[src/rtl/shot_turn_controller.sv]
// Turn sequencer for a two-to-four player shooting game.
// Build option: define SHOT_TIMEOUT_EN to forfeit idle human turns.
`timescale 1ns/1ps
module shot_turn_controller #(
  parameter int N_PLAYERS      = 2,
  parameter int COORD_W        = 4,
  parameter int BOARD_SIZE     = 10,
  parameter int LIFE_W         = 4,
  parameter int TIMEOUT_CYCLES = 1000
) (
  input  logic                          clk,
  input  logic                          reset,
  input  logic                          enable,
  input  logic                          enter,
  input  logic                          select,
  input  logic                          mode,
  input  logic [2*COORD_W-1:0]          posicao_rnd,
  input  logic                          acertou_tiro,
  input  logic [N_PLAYERS*LIFE_W-1:0]   qtd,
  output logic                          ready,
  output logic [COORD_W-1:0]            coord_tiroX,
  output logic [COORD_W-1:0]            coord_tiroY,
  output logic [1:0]                    atacante,
  output logic [1:0]                    vencedor,
  output logic [7:0]                    LEDR,
  output logic [7:0]                    LEDG
);

  typedef enum logic [2:0] {
    ATK_X,
    ATK_Y,
    VERIF_ACERTO,
    VERIF_VIDA,
    NEXT_TURN,
    VENCEDOR,
    END_GAME
  } state_t;

  localparam logic [COORD_W-1:0] MAXC = COORD_W'(BOARD_SIZE - 1);

  state_t              r_state;
  state_t              w_next_state;
  logic                r_enter_q;
  logic                r_select_q;
  logic [COORD_W-1:0]  r_x;
  logic [COORD_W-1:0]  r_y;
  logic [1:0]          r_atk;
  logic [1:0]          r_win;
  logic                r_miss;
  logic                r_to_pulse;

  logic                w_ent;
  logic                w_sel;
  logic                w_cpu;
  logic                w_timeout;
  logic [3:0]          w_life4;
  logic [2:0]          w_alive;
  logic [1:0]          w_next_atk;
  logic [1:0]          w_winner;
  logic [COORD_W-1:0]  w_rnd_x;
  logic [COORD_W-1:0]  w_rnd_y;

  function automatic logic [COORD_W-1:0] f_inc(
    input logic [COORD_W-1:0] v
  );
    return (v == MAXC) ? '0 : v + 1'b1;
  endfunction

  // Edge registers sample even while disabled so re-enabling sees no stale edge.
  always_ff @(posedge clk or posedge reset) begin
    if (reset) begin
      r_enter_q  <= 1'b1;
      r_select_q <= 1'b1;
    end else begin
      r_enter_q  <= enter;
      r_select_q <= select;
    end
  end

  assign w_ent = enable & r_enter_q & ~enter;
  assign w_sel = enable & r_select_q & ~select & ~w_ent;
  assign w_cpu = ~mode & (r_atk != 2'd0);

  assign w_rnd_x = (posicao_rnd[COORD_W-1:0] > MAXC) ?
                   MAXC : posicao_rnd[COORD_W-1:0];
  assign w_rnd_y = (posicao_rnd[2*COORD_W-1:COORD_W] > MAXC) ?
                   MAXC : posicao_rnd[2*COORD_W-1:COORD_W];

  always_comb begin
    w_life4 = '0;
    for (int i = 0; i < N_PLAYERS; i++)
      w_life4[i] = |qtd[i*LIFE_W +: LIFE_W];
  end

  always_comb begin
    w_alive = '0;
    for (int i = 0; i < 4; i++)
      w_alive = w_alive + {2'b00, w_life4[i]};
  end

  always_comb begin : next_atk
    logic [1:0] v_i;
    v_i        = r_atk;
    w_next_atk = r_atk;
    // Descending offset so the nearest living successor wins.
    for (int k = N_PLAYERS; k >= 1; k--) begin
      v_i = 2'((int'(r_atk) + k) % N_PLAYERS);
      if (w_life4[v_i]) w_next_atk = v_i;
    end
  end

  always_comb begin
    w_winner = r_atk;
    for (int i = N_PLAYERS - 1; i >= 0; i--)
      if (w_life4[i]) w_winner = 2'(i);
  end

`ifdef SHOT_TIMEOUT_EN
  localparam int TW = $clog2(TIMEOUT_CYCLES + 1);
  logic [TW-1:0] r_to_cnt;
  logic          w_counting;

  assign w_counting = ~w_cpu &
                      ((r_state == ATK_X) | (r_state == ATK_Y));
  assign w_timeout  = enable & w_counting & ~w_ent & ~w_sel &
                      (r_to_cnt == TW'(TIMEOUT_CYCLES - 1));

  always_ff @(posedge clk or posedge reset) begin
    if (reset) begin
      r_to_cnt   <= '0;
      r_to_pulse <= 1'b0;
    end else begin
      r_to_pulse <= w_timeout;
      if (enable) begin
        if (!w_counting || w_ent || w_sel || w_timeout)
          r_to_cnt <= '0;
        else
          r_to_cnt <= r_to_cnt + 1'b1;
      end
    end
  end
`else
  assign w_timeout = 1'b0;

  always_ff @(posedge clk or posedge reset) begin
    if (reset) r_to_pulse <= 1'b0;
    else       r_to_pulse <= 1'b0;
  end
`endif

  always_ff @(posedge clk or posedge reset) begin
    if (reset) r_state <= ATK_X;
    else if (enable) r_state <= w_next_state;
  end

  always_comb begin
    w_next_state = r_state;
    if (enable) begin
      unique case (r_state)
        ATK_X: begin
          if (w_cpu)          w_next_state = VERIF_ACERTO;
          else if (w_ent)     w_next_state = ATK_Y;
          else if (w_timeout) w_next_state = NEXT_TURN;
        end
        ATK_Y: begin
          if (w_ent)          w_next_state = VERIF_ACERTO;
          else if (w_timeout) w_next_state = NEXT_TURN;
        end
        VERIF_ACERTO: begin
          if (w_ent)
            w_next_state = acertou_tiro ? VERIF_VIDA : NEXT_TURN;
        end
        VERIF_VIDA: begin
          if (w_ent)
            w_next_state = (w_alive <= 3'd1) ? VENCEDOR : NEXT_TURN;
        end
        NEXT_TURN: w_next_state = ATK_X;
        VENCEDOR:  w_next_state = END_GAME;
        END_GAME:  w_next_state = END_GAME;
        default:   w_next_state = ATK_X;
      endcase
    end
  end

  always_ff @(posedge clk or posedge reset) begin
    if (reset) begin
      r_x    <= '0;
      r_y    <= '0;
      r_atk  <= 2'd0;
      r_win  <= 2'd0;
      r_miss <= 1'b0;
    end else if (enable) begin
      if (r_state != VERIF_ACERTO && w_next_state == VERIF_ACERTO)
        r_miss <= 1'b0;
      case (r_state)
        ATK_X: begin
          if (w_cpu) begin
            r_x <= w_rnd_x;
            r_y <= w_rnd_y;
          end else if (w_sel) begin
            r_x <= f_inc(r_x);
          end
        end
        ATK_Y: begin
          if (w_sel) r_y <= f_inc(r_y);
        end
        VERIF_ACERTO: begin
          if (w_ent && !acertou_tiro) r_miss <= 1'b1;
        end
        NEXT_TURN: begin
          r_atk <= w_next_atk;
          r_x   <= '0;
          r_y   <= '0;
        end
        VENCEDOR: r_win <= w_winner;
        default: ;
      endcase
    end
  end

  assign coord_tiroX = r_x;
  assign coord_tiroY = r_y;
  assign atacante    = r_atk;
  assign vencedor    = r_win;

  always_comb begin
    ready = (r_state == VERIF_ACERTO);
    LEDG  = '0;
    LEDG[3:0] = 4'b0001 << r_atk;
    LEDG[7]   = (r_state == VENCEDOR) | (r_state == END_GAME);
    LEDR  = '0;
    LEDR[N_PLAYERS-1:0] = ~w_life4[N_PLAYERS-1:0];
    LEDR[6] = r_to_pulse;
    LEDR[7] = r_miss;
  end

endmodule
[config.mk]
export PLATFORM = sky130hd
export DESIGN_NAME = shot_turn_controller
export DESIGN_NICKNAME = d
export VERILOG_FILES = /design/src/rtl/shot_turn_controller.sv
export SDC_FILE = /design/constraint.sdc
export NUM_CORES = 1
export LEC_CHECK = 0
export ABC_AREA = 1
export CAP_MARGIN = 20
export CORE_ASPECT_RATIO = 0.6
export CORE_MARGIN = 3
export CORE_UTILIZATION = 46
export CTS_CLUSTER_SIZE = 24
export DETAILED_ROUTE_END_ITERATION = 10
export GPL_TIMING_DRIVEN = 0
export PLACE_DENSITY = 0.83
export SYNTH_ARGS = -nofsm -noshare
export SYNTH_HDL_FRONTEND = slang
export SYNTH_SLANG_ARGS = --single-unit
[constraint.sdc]
create_clock -name clk -period 4 [get_ports clk]
set_input_delay 0.8 -clock clk [delete_from_list [all_inputs] [get_ports clk]]
set_output_delay 0.8 -clock clk [all_outputs]
set_load 0.02 [all_outputs]
==> impl_metrics.tcl, run 1 <==
set metrics [dict create \
    cts-hold-fix-buffers 0 \
    synthTopCellsByArea "dfrtp_1, nand2_1, buf_4, inv_1, nor2_1" \
    grt_pass1_wl_um 4930 \
    drv_slew 0 \
    cp_slowest_cell "clkdlybuf4s50_1" \
    crit_fanout 3 \
    io_buffers 39 \
    ys_warn_count 0 \
    hold_start "r_miss" \
    grt_antenna_before_repair 0 \
    crit_type "in -> out" \
    numCtsBuffers 3 \
    wl_per_cell_um 12.1 \
    clkTransAtPathRegs_ns 0.06 \
    clock-sinks 16 \
    core-area_um2 2370 \
    cp_common_cell "clkdlybuf4s50_1" \
    setup_viol 0 \
    syn_inst 178 \
    areaGrowthSynthToFinish_pct 41.7 \
    place_congestion 0.808 \
    layout-drive-gt1-share_pct 12.9 \
    cp.depth 5 \
    pin_count 52 \
    h-tree-depth 1 \
    outcome "completed" \
    die_w_um 73.5 \
    dr_total_vias 1282 \
    post_cts_resized 0 \
    synth_cell_types 29 \
    dieArea_um2 3410 \
    power_leakage_nw 0.890 \
    r2r-end "r_miss" \
    grt_use_total_pct 18.9 \
    cp-start-kind "input port" \
    clock_latency_ns 0.25 \
    antenna_cells 0 \
    crit_family "buffers and inverters" \
    synth_top_area_share_pct 27.9 \
    drc 0 \
    fin_crit_ns 2.91 \
    totalWireLength_um 3160 \
    ctsRootBufferMaster "clkbuf_8" \
    die_h_um 46.5 \
    hold_path.class "reg -> reg" \
    drt-vias-per-instance 4.89 \
    grt_overflow 0 \
    slew_headroom_pct 58.9 \
    nets 260 \
    synth_area_um2 1260 \
    initial_core_util_pct 52.9 \
    crit_chain "clkdlybuf4s50_1, nor2_1, nand2_1, inv_1, clkdlybuf4s50_1" \
    reg2reg_depth 9 \
    synth_seq_cells 16 \
    rsz0062_at_grt "no" \
    first_global_vias 1103 \
    setup_tns_ns 0 \
    dp_hpwl_um 2610 \
    cts_tree "yes" \
    endpoint "LEDR[0]" \
    p_per_area_nw_per_um2 644 \
    worst_setup_path_end_kind "primary output" \
    startpoint "qtd[1]" \
    drtIter0Drc 86 \
    cts_buffer_depth 2 \
    drv_cap 0 \
    r2r_start "r_enter_q" \
    crit_buf_inv 3 \
    num_rows 13 \
    reg2reg_slack_ns 2.41 \
    grt_max_degree 17 \
    critical-path-max-stage-delay_ns 0.61 \
    syn_avg_cell_area_um2 7.06 \
    finalHoldViolations 0 \
    arrival_ns 2.11 \
    max_clock_freq_mhz 344 \
    cts_setup_buffers 0 \
    worst_hold_slack_ns 0.474 \
    ant_nets 0 \
    cp.required_ns 3.20 \
    synth_top_area_cell "dfrtp_1" \
    skew_ns 0.00397 \
    ys_seq_area_share_pct 32.1 \
    worst_slew_pin_slew_ns 0.615 \
    peakVddDrop_mv 0.353 \
    period_share_pct 72.7 \
    drtPass1Iterations 4 \
]
## cell usage in the layout, fill, tap and decap left out, drive strengths merged, types with 2 or more instances in the layout
| master | n |
|---|---|
| a21oi | 5 |
| xor2 | 2 |
| inv | 29 |
| o22ai | 2 |
| clkdlybuf4s50 | 39 |
| buf | 16 |
| dfrtp | 14 |
| nand3 | 14 |
| a31oi | 3 |
| clkbuf | 4 |
| nand4 | 4 |
| nand2 | 31 |
| conb | 12 |
| dfstp | 2 |
| o21ai | 17 |
| nor2 | 27 |
| ha | 4 |
## kinds of logic (layout without fill, tap and decap cells)
group	count (synthesis)	in the layout	synth area share, %
flip-flops	16	16	32.1
XOR/XNOR	3	3	2.09
adder cells (fa/ha/maj)	4	4	3.98
AND/OR/NAND/NOR	79	79	27.7
buffers and inverters	45	88	19.0
other	1	12	0.299
AO/OA/AOI/OAI	30	30	14.8
## how the worst min path moves through the flow
stage             end  cells after the start  slack [ns]
6_report       r_miss                      2        0.47
5_1_grt        r_miss                      2        0.52
3_3_place_gp   r_miss                      2        0.46
4_1_cts        r_miss                      2        0.48
3_5_place_dp   r_miss                      2        0.46
2_1_floorplan  r_miss                      2        0.44
## power breakdown
| group | switching [mW] | internal (mW) |
|---|---|---|
| combinational | 0.396 | 0.301 |
| clock | 0.0542 | 0.0873 |
| sequential | 0.0785 | 0.230 |
| total | 0.529 | 0.618 |
## flip-flops by register name (all words and copies together) (netlist names)
signal and flops:
atacante 1, vencedor 1, coord_tiroX 4, coord_tiroY 4
r_miss 1, r_select_q 1, r_state 3, r_enter_q 1
## through the flow
step	instance area [µm²]	power, mW	std cells	setup WS (ns)	util (%)
floorplan	1300	0.752	189	2.08	-
global placement	1730	0.975	258	1.13	72.7
detailed placement	1730	1.00	258	1.09	72.7
CTS	1780	1.15	262	1.09	75.0
global route	1780	1.24	262	1.05	75.0
finish	1780	1.15	262	1.09	75.0
## synthesized netlist by cell type
cell type / instances
nand4_1: 3
xor2_1: 2
a21oi_4: 2
o21a_1: 1
nand3b_1: 1
a31oi_1: 3
nand4_2: 1
buf_4: 14
dfrtp_1: 14
o22ai_1: 2
nand2_1: 29
conb_1: 1
nor2_1: 25
nand2_2: 2
dfstp_2: 2
o21ai_1: 1
ha_1: 4
nor3_1: 1
inv_1: 28
o21ai_0: 16
o211ai_1: 1
a21oi_1: 3
nand3_1: 14
or2_1: 1
xnor2_1: 1
buf_6: 2
o31ai_1: 1
nor2_2: 2
inv_4: 1
## cell type report
class | count | area, µm²
buffer | 16 | 128
sequential | 16 | 403
timing repair buffer | 39 | 390
multi-input combinational | 128 | 656
inverter | 29 | 111
tap | 30 | 37.5
clock buffer | 4 | 55.1
fill | 182 | 594
## routing by layer
| metal | routed length, µm | up-vias | GRT usage [%] |
|---|---|---|---|
| met4 | 21 | 0 | 3.97 |
| met5 | 0 | - | 0 |
| li1 | - | 656 | - |
| met1 | 1460 | 574 | 25.3 |
| met3 | 217 | 4 | 5.01 |
| met2 | 1460 | 48 | 30.8 |
## tightest hold or removal path, cell delays in order, from the launching register on
cell     delay [ns]
dfrtp_1        0.34
nand2_1        0.05
nand2_1        0.05
Power figures use the tool's default switching activity.
==> inputs of run 2 (changes only) <==
--- a/config.mk
+++ b/config.mk
@@ -9,11 +9,11 @@
 export CAP_MARGIN = 20
 export CORE_ASPECT_RATIO = 0.6
 export CORE_MARGIN = 3
-export CORE_UTILIZATION = 46
+export CORE_UTILIZATION = 43
 export CTS_CLUSTER_SIZE = 24
 export DETAILED_ROUTE_END_ITERATION = 10
 export GPL_TIMING_DRIVEN = 0
-export PLACE_DENSITY = 0.83
+export PLACE_DENSITY = 0.78
 export SYNTH_ARGS = -nofsm -noshare
 export SYNTH_HDL_FRONTEND = slang
 export SYNTH_SLANG_ARGS = --single-unit
==> constraint.sdc (replaced) <==
create_clock -name clk -period 3 [get_ports clk]
set_input_delay 0.6 -clock clk [delete_from_list [all_inputs] [get_ports clk]]
set_output_delay 0.6 -clock clk [all_outputs]
set_load 0.02 [all_outputs]
==> run 2 against run 1 <==
Power is 32% higher; sequential cell count stayed put; critical path depth stayed put; register-to-register slack worse by 0.99 ns; core utilization is 7.6 points lower; via count hardly changed; clock power is 20% higher; cell count is 3.8% higher; clock skew is 0.0022 ns higher; combinational power is 34% higher; final area is 0.14% higher.
==> impl_metrics.tcl, run 2 (synthesized netlist as in run 1, its figures left out) <==
set metrics [dict create \
    fin_crit_ns 2.48 \
    initial_core_util_pct 47.5 \
    crit_type "in -> out" \
    setup_tns_ns 0 \
    cp.required_ns 2.40 \
    cp_common_cell "clkdlybuf4s50_1" \
    place_congestion 0.903 \
    dp_hpwl_um 2650 \
    slew_headroom_pct 59.2 \
    rsz0062_at_grt "no" \
    cp_slowest_cell "clkdlybuf4s50_1" \
    ctsRootBufferMaster "clkbuf_8" \
    antenna_cells 0 \
    drtPass1Iterations 4 \
    drv_cap 0 \
    fillers 229 \
    io_buffers 39 \
    die_w_um 75.8 \
    drv_slew 0 \
    cts_tree "yes" \
    worst_slew_pin_slew_ns 0.611 \
    grt_antenna_before_repair 0 \
    wl_met1_um 1410 \
    wl_met3_um 217 \
    ant_nets 0 \
    setup_viol 0 \
    grt_use_total_pct 17.9 \
    grt_overflow 0 \
    h-tree-depth 1 \
    clock_latency_ns 0.25 \
    hold_path.class "reg -> reg" \
    num_rows 14 \
    wl_per_cell_um 11.5 \
    final_cell_mix "clkdlybuf4s50_1, nand2_1, inv_1, nor2_1, o21ai_0" \
    die_h_um 47.9 \
    first_global_vias 1110 \
    grt_max_degree 17 \
    crit_fanout 3 \
    period_share_pct 82.8 \
    max_clock_freq_mhz 403 \
    drtIter0Drc 49 \
    cts_setup_buffers 0 \
    core-area_um2 2650 \
    finalHoldViolations 0 \
    crit_chain "clkdlybuf4s50_1, nor2_1, nand2_1, inv_1, clkdlybuf4s50_1" \
    totalWireLength_um 3130 \
    final_common_cell "clkdlybuf4s50_1" \
    cts_buffer_depth 2 \
    skew_ns 0.00622 \
    dieArea_um2 3630 \
    met2_length_um 1490 \
    drt-vias-per-instance 4.71 \
    crit_family "buffers and inverters" \
    worst_hold_slack_ns 0.487 \
    critical-path-max-stage-delay_ns 0.60 \
    pin_count 52 \
    cts-hold-fix-buffers 0 \
    top_layer "met4" \
    grt_pass1_wl_um 4870 \
    clock-sinks 16 \
    cp-start-kind "input port" \
    worst_setup_path_end_kind "primary output" \
    post_cts_resized 0 \
    crit_buf_inv 3 \
    nets 260 \
    numCtsBuffers 3 \
    outcome "completed" \
    peakVddDrop_mv 0.436 \
    areaGrowthSynthToFinish_pct 41.9 \
    drc 0 \
    p_per_area_nw_per_um2 850 \
    power_leakage_nw 0.884 \
    arrival_ns 1.88 \
    clkTransAtPathRegs_ns 0.06 \
    layout-drive-gt1-share_pct 12.5 \
    dr_total_vias 1281 \
]
[run 2: cell types whose count changed in the layout (fill, tap and decap cells not counted)]
cell      delta
clkbuf_1     +1
clkbuf_8     -1
[run 2: area by class of cell]
class                           count  area (µm²)  area share [%]
Inverter                           29         111            6.25
Timing Repair Buffer               39         390            21.9
Multi-Input combinational cell    128         656            36.8
Sequential cell                    16         403            22.6
Clock buffer                        4        45.0            2.53
Buffer                             16         128            7.16
Tap cell                           40        50.0            2.81
[run 2: path summary, 6_finish.rpt]
check	endpoint	startpoint	slack, ns	cells after the start
worst min register to register	r_miss	r_miss	0.49	2
worst min-delay path	r_miss	r_miss	0.49	2
max in group asynchronous	r_state[2]	reset	1.88	2
worst max register to register	r_miss	r_enter_q	1.42	9
min in group asynchronous	coord_tiroX[1]	reset	0.71	2
worst max-delay path	LEDR[0]	qtd[1]	0.52	5
[run 2: report_power, final]
| group | total, mW | internal, mW | switching, mW |
|---|---|---|---|
| logic | 0.933 | 0.403 | 0.530 |
| registers | 0.413 | 0.306 | 0.107 |
| clock network | 0.169 | 0.0942 | 0.0750 |
| total | 1.51 | 0.804 | 0.711 |
[run 2: routing by layer]
layer,up-vias,GRT usage [%]
li1,653,-
met1,571,24.2
met2,53,27.6
met3,4,6.08
met4,0,4.53
met5,-,0
[run 2: worst register-to-register path, stage by stage (launching register included)]
cell	delay, ns
dfstp_2	0.53
nand2_1	0.05
nor2_1	0.28
nand3_1	0.16
nand3_1	0.13
nand2_1	0.08
nor2_1	0.08
nand2_1	0.06
nand2_1	0.05
nand2_1	0.05
[run 2: metrics by stage]
step | total power, mW | area, µm² | instances | util (%) | worst slack [ns]
6_report | 1.51 | 1780 | 272 | 67.4 | 0.516
3_5_place_dp | 1.35 | 1740 | 268 | 65.7 | 0.516
3_3_place_gp | 1.30 | 1740 | 268 | 65.7 | 0.533
4_1_cts | 1.52 | 1780 | 272 | 67.4 | 0.516
5_1_grt | 1.64 | 1780 | 272 | 67.4 | 0.401
2_1_floorplan | 1.00 | 1300 | 189 | - | 1.43
